### config.mk
export PLATFORM = sky130hd
export DESIGN_NAME = l2_port_arbiter
export DESIGN_NICKNAME = d
export VERILOG_FILES = /design/src/rtl/l2_port_arbiter.sv
export SDC_FILE = /design/constraint.sdc
export NUM_CORES = 1
export LEC_CHECK = 0
export CELL_PAD_IN_SITES_DETAIL_PLACEMENT = 0
export CELL_PAD_IN_SITES_GLOBAL_PLACEMENT = 2
export CORE_AREA = 4 4 120 122
export CTS_BUF_LIST = sky130_fd_sc_hd__clkbuf_8
export DETAILED_ROUTE_END_ITERATION = 6
export DIE_AREA = 0 0 124 126
export DONT_BUFFER_PORTS = 1
export GPL_ROUTABILITY_DRIVEN = 0
export PLACE_DENSITY_LB_ADDON = 0.1
export SLEW_MARGIN = 30
export SYNTH_ARGS = -nofsm -noshare
export SYNTH_HDL_FRONTEND = slang
export SYNTH_SLANG_ARGS = --single-unit
### constraint.sdc
create_clock -name clk_i -period 3.2 [get_ports clk_i]
set_clock_uncertainty 0.1 [all_clocks]
set_input_delay 0.64 -clock clk_i [delete_from_list [all_inputs] [get_ports clk_i]]
set_output_delay 0.64 -clock clk_i [all_outputs]
set_load 0.02 [all_outputs]
### src/rtl/l2_port_arbiter.sv
// rtl/l2_port_arbiter.sv - two-requester (JTAG, core) round-robin arbiter onto one L2 port
// Tracks granted-but-unanswered transactions in an in-order ID FIFO and routes responses back.
module l2_port_arbiter #(
  parameter int ADDR_WIDTH = 32,
  parameter int DATA_WIDTH = 32,
  parameter int MAX_OUTST  = 2
) (
  input  logic                      clk_i,
  input  logic                      rst_n,
  input  logic [1:0]                req_i,
  output logic [1:0]                gnt_o,
  input  logic [2*ADDR_WIDTH-1:0]   addr_i,
  input  logic [1:0]                we_i,
  input  logic [2*DATA_WIDTH/8-1:0] be_i,
  input  logic [2*DATA_WIDTH-1:0]   wdata_i,
  output logic [1:0]                rvalid_o,
  output logic [2*DATA_WIDTH-1:0]   rdata_o,
  output logic                      mem_req_o,
  input  logic                      mem_gnt_i,
  output logic [ADDR_WIDTH-1:0]     mem_addr_o,
  output logic                      mem_we_o,
  output logic [DATA_WIDTH/8-1:0]   mem_be_o,
  output logic [DATA_WIDTH-1:0]     mem_wdata_o,
  input  logic                      mem_rvalid_i,
  input  logic [DATA_WIDTH-1:0]     mem_rdata_i,
  output logic                      spurious_rsp_o
);

  localparam int         BW       = DATA_WIDTH / 8;
  localparam logic [2:0] MAX_CNT  = 3'(MAX_OUTST);
  localparam logic [1:0] LAST_PTR = 2'(MAX_OUTST - 1);

  typedef enum logic {IDLE, WAIT_GNT} state_e;

  state_e                       state_q, state_d;
  logic                         lock_sel_q, lock_sel_d;
  logic                         last_q, last_d;
  logic [2:0]                   cnt_q, cnt_d;
  logic [1:0]                   wr_ptr_q, wr_ptr_d;
  logic [1:0]                   rd_ptr_q, rd_ptr_d;
  logic [3:0]                   id_q, id_d;
  logic [1:0][DATA_WIDTH-1:0]   rdata_q, rdata_d;
  logic                         spurious_q, spurious_d;

  logic                         sel;
  logic                         slot_free;
  logic                         push;
  logic                         pop;
  logic                         head;
  logic [1:0][DATA_WIDTH-1:0]   rdata_mux;

  function automatic logic [1:0] ptr_inc(input logic [1:0] p);
    return (p == LAST_PTR) ? 2'd0 : p + 2'd1;
  endfunction

  // State register for the grant-lock FSM and all datapath state
  always_ff @(posedge clk_i or negedge rst_n) begin
    if (!rst_n) begin
      state_q    <= IDLE;
      lock_sel_q <= 1'b0;
      last_q     <= 1'b1;
      cnt_q      <= '0;
      wr_ptr_q   <= '0;
      rd_ptr_q   <= '0;
      id_q       <= '0;
      rdata_q    <= '0;
      spurious_q <= 1'b0;
    end else begin
      state_q    <= state_d;
      lock_sel_q <= lock_sel_d;
      last_q     <= last_d;
      cnt_q      <= cnt_d;
      wr_ptr_q   <= wr_ptr_d;
      rd_ptr_q   <= rd_ptr_d;
      id_q       <= id_d;
      rdata_q    <= rdata_d;
      spurious_q <= spurious_d;
    end
  end

  // Next-state: hold the selection while a presented request waits for its grant
  always_comb begin
    state_d    = IDLE;
    lock_sel_d = lock_sel_q;
    if (mem_req_o && !mem_gnt_i) begin
      state_d    = WAIT_GNT;
      lock_sel_d = sel;
    end
  end

  // Outputs: selection and L2 command; mem_req_o looks only at registered count
  always_comb begin
    sel = ~last_q;
    if (state_q == WAIT_GNT && req_i[lock_sel_q]) begin
      sel = lock_sel_q;
    end else if (req_i == 2'b01) begin
      sel = 1'b0;
    end else if (req_i == 2'b10) begin
      sel = 1'b1;
    end
    slot_free   = (cnt_q < MAX_CNT);
    mem_req_o   = rst_n & req_i[sel] & slot_free;
    gnt_o       = 2'b00;
    gnt_o[sel]  = mem_req_o & mem_gnt_i;
    mem_addr_o  = sel ? addr_i[ADDR_WIDTH +: ADDR_WIDTH] : addr_i[0 +: ADDR_WIDTH];
    mem_we_o    = we_i[sel];
    mem_be_o    = sel ? be_i[BW +: BW] : be_i[0 +: BW];
    mem_wdata_o = sel ? wdata_i[DATA_WIDTH +: DATA_WIDTH] : wdata_i[0 +: DATA_WIDTH];
  end

  // ID FIFO bookkeeping and response routing
  always_comb begin
    push       = mem_req_o & mem_gnt_i;
    pop        = mem_rvalid_i & (cnt_q != 3'd0);
    head       = id_q[rd_ptr_q];
    cnt_d      = cnt_q + 3'(push) - 3'(pop);
    wr_ptr_d   = push ? ptr_inc(wr_ptr_q) : wr_ptr_q;
    rd_ptr_d   = pop ? ptr_inc(rd_ptr_q) : rd_ptr_q;
    id_d       = id_q;
    if (push) begin
      id_d[wr_ptr_q] = sel;
    end
    last_d     = push ? sel : last_q;
    spurious_d = spurious_q | (mem_rvalid_i & (cnt_q == 3'd0));

    rvalid_o   = 2'b00;
    rdata_mux  = rdata_q;
    if (pop) begin
      rvalid_o[head]  = 1'b1;
      rdata_mux[head] = mem_rdata_i;
    end
    rdata_d        = rdata_mux;
    rdata_o        = rdata_mux;
    spurious_rsp_o = spurious_q;
  end

endmodule

## Yosys cells after proc, flatten, opt, wreduce, memory -nomap -nowiden

Index checks and enable logic that the tools add are counted.
W data, S select, Z words.

| word-level totals | value |
|---|---|
| bits of input ports | 176 |
| output and inout port bits | 139 |
| bits in registers | 79 |

| operators by class | value |
|---|---|
| eq/ne operators | 4 |
| add/subtract/negate cells | 4 |
| multiplexer cells | 29 |
| order comparisons | 9 |
| reductions and logical operators | 8 |
| bitwise operators | 8 |

Operator list:

| operator | number |
|---|---|
| $mux W32 | 3 |
| $bwmux W64 | 1 |
| $mux W64 | 1 |
| $demux W32 S1 | 1 |
| $mux W1 | 14 |
| $eq A2 B1 Y1 const B | 3 |
| $lt A1 B2 Y1 const B | 3 |
| $lt A2 B3 Y1 const B | 2 |
| $mux W2 | 3 |
| $and A1 B1 Y1 | 5 |
| $logic_and A1 B1 Y1 | 5 |
| $add A2 B1 Y2 const B | 2 |
| $bwmux W4 | 1 |
| $mux W4 | 1 |
| $add A3 B1 Y3 | 1 |
| $logic_not A3 Y1 | 1 |
| $lt A3 B2 Y1 const B | 1 |
| $reduce_bool A3 Y1 | 1 |
| $sub A3 B1 Y3 | 1 |
| $and A2 B2 Y2 | 1 |
| $bmux W1 S2 | 1 |
| $demux W1 S1 | 2 |
| $demux W1 S2 | 1 |
| $eq A2 B2 Y1 const B | 1 |
| other kinds (5) | 6 |

## Longest topological paths before layout

| depth | value |
|---|---|
| depth in word-level cells | 11 |
| mapped depth | 9 |
| gate-level depth less buffers | 9 |

## Worst setup path after synthesis

No wires, ideal clock.

| path | value |
|---|---|
| kind | input -> output |
| start | input req_i[0] |
| end | output mem_wdata_o[29] |
| data required time | 2.460 ns |
| path buffers | 2 |
| stages on the path | 5 |
| slack | 0.665 ns |
| data arrival time | 1.795 ns |
| cell sequence | o21ba_2 > a31oi_2 > buf_4 > buf_2 > mux2_2 |

| on the way | value |
|---|---|
| word-level cells in the longest chain between the ends | 5 |
| elaborated cells on any way between the ends | 9 |

RTL lines:

| what | RTL line | text |
|---|---|---|
| from (decl) | 10 | `input logic [1:0] req_i,` |
| $eq A2 B2 Y1 / $mux W1 (equally long branches) | 98, 94 |  |
| $mux W1 (on tied branches) | 98, 94 |  |
| $mux W1 / $logic_and A1 B1 Y1 (equally long branches) | 96, 94 |  |
| $mux W1 * | 94 | `if (state_q == WAIT_GNT && req_i[lock_sel_q]) begin` |
| $mux W32 * | 108 | `mem_wdata_o = sel ? wdata_i[DATA_WIDTH +: DATA_WIDTH] : wdata_i[0 +: DATA_WIDTH];` |
| to (decl) | 23 | `output logic [DATA_WIDTH-1:0] mem_wdata_o,` |

Mark *: on every way between the ends. The rest lies on a longest branch, timed or not. The select of a mux whose other input is x is not followed.

## Worst setup path in the final report

| path | value |
|---|---|
| start | register rd_ptr_q[0] |
| end | output rdata_o[23] |

| on the way | value |
|---|---|
| word-level cells in the longest chain between the ends | 8 |
| elaborated cells on any way between the ends | 9 |

RTL lines:

| what | RTL line | text |
|---|---|---|
| from (decl) | 40 | `logic [1:0] rd_ptr_q, rd_ptr_d;` |
| from (signal assigned) | 74 | `rd_ptr_q <= rd_ptr_d;` |
| $bmux W1 S2 * | 115 | `head = id_q[rd_ptr_q];` |
| $mux W1 (not written as such) * | 115 |  |
| $lt A1 B2 Y1 (not written as such) / $ge A1 B1 Y1 (equally long branches) | 130 | `rdata_mux[head] = mem_rdata_i;` |
| $logic_and A1 B1 Y1 (not written as such) | 130 |  |
| $mux W32 (not written as such) | 130 |  |
| $demux W32 S1 * | 130 |  |
| $bwmux W64 * | 130 |  |
| $mux W64 * | 128 | `if (pop) begin` |
| to (decl) | 17 | `output logic [2*DATA_WIDTH-1:0] rdata_o,` |

Marks and branches as above.

==> impl_metrics.ini <==
[routing]
drt_iter0_markers = 60
vias = 2276
drt-vias-per-instance = 4.980
routedWlPerCell_um = 25.58
post-route-drc-count = 0
routed_wl_mm = 11.69
drt_pass1_iterations = 3
postRouteAntennaNets = 0

[yosys]
netlist_instances = 269
syn_area_per_cell_um2 = 15.27
synth_compound_area_share_pct = 2.224
synth_warnings = 0
synth_nets = 449
synth.mux.area_fraction_pct = 41.32
synth_area_um2 = 4106
synth_top_family_by_area = multiplexers
yosysUniqueCellTypes = 31
ys_ff_latch = 79
ys_seq_area_share_pct = 48.17
synth-simple-area-share_pct = 2.011
synth_xor_xnor_area_share_pct = 0.6399
synth_adder_area_share_pct = 1.402

[final_layout]
final_cell_mix = 110 x mux2_2, 78 x dfrtp_1, 29 x mux2_4
fin_cells = 457
layout_commonest_cell = mux2_2
post-route-util_pct = 34.70
fin_nets = 455
nFillCells = 1268
drive_gt1_share_pct = 61.07
area_growth_pct = 11.46
stdcell_area_um2 = 4577

[global_route]
grt_pass1_wl_mm = 16.35
grt_remaining_overflow = 0
antenna_found_initial = 4
grt_pass1_vias = 2600
track_usage_pct = 14.41
grt_max_degree = 79

[critical_path]
worstPathMaxFanout = 15
path_cells = mux4_2 -> nor2_8 -> buf_12 -> mux2_4
crit_slowest_cell = mux4_2
required_ns = 2.46
r2r_setup_slack_ns = 0.91
arrival_ns = 2.28
r2r_cells = 8
startpoint_type = register
cp-end-kind = output port
criticalPathCategory = register to output port
crit_family = multiplexers
crit_buf_inv = 1
r2r-start = cnt_q[1]
crit_path_max_incr_delay_ns = 0.61
r2r-end = cnt_q[2]

[clock_tree]
clockRootBuffer = clkbuf_8
cts_buffers = 9
cts-htree-levels = 3
cts_tree = built
cts_buffer_depth = 2
post_cts_resized = 0
clock_latency_ns = 0.34
clk_pin_slew_ns = 0.08
cts_sinks = 79
cts_setup_buffers = 0

[sta]
min_period_over_period_pct = 94.49
hold_slack_ns = 0.05861
finalSetupViolations = 0
setup_slack_ns = 0.1762
slew_headroom_pct = 68.62
worstMarginPinSlew_ns = 0.4698
finalHoldViolations = 0
period_needed_ns = 3.024
clock.fmax_ghz = 0.3307
drv_slew = 0
rsz0062_at_grt = false
finalSetupTns_ns = 0

[floorplan]
io_pins = 315
core_area_um2 = 13190
num_rows = 42
die_w_um = 124
die_y_um = 126
die-area_um2 = 15620
start_util_pct = 31.13

[outcome]
run_status = completed

[min_path]
hold_class = primary input to asynchronous set/reset pin

[pwr]
p_total_mw = 5.514
power_density_nw_per_um2 = 1205
power.leakage_nw = 1.938
ir_drop_v = 0.0004940

[flow_run]
cap_violations = 0

[placed_design]
place_inst = 438
dp_hpwl_mm = 9.301
port_buffers = 0
place_ws_ns = 0.5200
placed_cell_area_um2 = 4269
-- worst max-delay path by stage --
stage / start / slack (ns) / endpoint / depth (start not counted)
after global routing: rd_ptr_q[0] / 0.05 / rdata_o[23] / 4
after detailed placement: rd_ptr_q[0] / 0.52 / rdata_o[23] / 4
final: rd_ptr_q[0] / 0.18 / rdata_o[23] / 4
after global placement: rd_ptr_q[0] / 0.57 / rdata_o[23] / 4
after CTS: rd_ptr_q[0] / 0.12 / rdata_o[23] / 4
after floorplan: req_i[0] / 0.66 / mem_wdata_o[29] / 5
-- power breakdown --
group / total [mW] / internal, mW / switching, mW
Clock: 0.972 / 0.601 / 0.371
Sequential: 1.66 / 1.48 / 0.176
Combinational: 2.88 / 1.07 / 1.81
-- logic make-up (layout without fill, tap and decap cells) --
| group | after synthesis | count (layout) |
|---|---|---|
| mux | 140 | 140 |
| flops | 79 | 79 |
| buf+inv | 22 | 33 |
| simple gates | 13 | 13 |
| compound gates | 8 | 8 |
| fa+ha+maj | 4 | 4 |
| xor+xnor | 3 | 3 |
| other cells | 0 | 1 |
-- flip-flops by register name, indices dropped and copies added, names as in the netlist --
signal          flops
cnt_q               3
id_q                4
last_q              1
lock_sel_q          1
rd_ptr_q            2
rdata_q            64
spurious_rsp_o      1
state_q             1
wr_ptr_q            2
-- cell usage after synthesis --
cell type	number	area share [%]
inv_1	8	0.73
nor2_1	2	0.18
xnor2_1	2	0.43
nand2_1	2	0.18
a21o_1	1	0.18
mux2_4	29	11
nand2_2	1	0.15
nor3b_1	1	0.18
mux4_2	1	0.55
fa_1	1	0.49
a21boi_0	1	0.18
dfrtp_1	78	48
o211a_1	1	0.24
o21ba_2	1	0.24
dfstp_2	1	0.64
buf_12	3	1.5
mux2_2	110	30
o31ai_4	1	0.52
buf_4	3	0.55
buf_6	2	0.55
o2111ai_2	1	0.37
or2_1	1	0.15
nor2_8	1	0.49
o21a_1	1	0.18
xor2_1	1	0.21
nor2b_1	2	0.30
buf_2	5	0.61
clkbuf_8	1	0.34
ha_1	3	0.91
a31oi_2	1	0.30
nor3_1	3	0.37
-- cell type report --
cell class	count	area [um^2]	area share (%)
multi-input combinational	168	1963	42.89
tap	176	220.2	4.811
clock buffer	9	123.9	2.706
clock inverter	7	143.9	3.144
sequential	79	1978	43.22
inverter	8	30.03	0.6561
antenna	1	2.502	0.05467
timing repair buffer	9	115.1	2.515
-- routing by layer --
layer / vias to the layer above / wire length, um / track usage, %
li1: 969 / - / -
met5: - / 31 / 0
met4: 4 / 133 / 4.124
met2: 173 / 5675 / 23.35
met1: 1115 / 4206 / 16.19
met3: 15 / 1641 / 8.117
-- timing repair --
item                       in CTS  in global routing
setup endpoints to repair       0                  0
hold endpoints to repair       78                  0
hold buffers                    2                  0
Note: power is estimated with default switching activity, not from simulation.
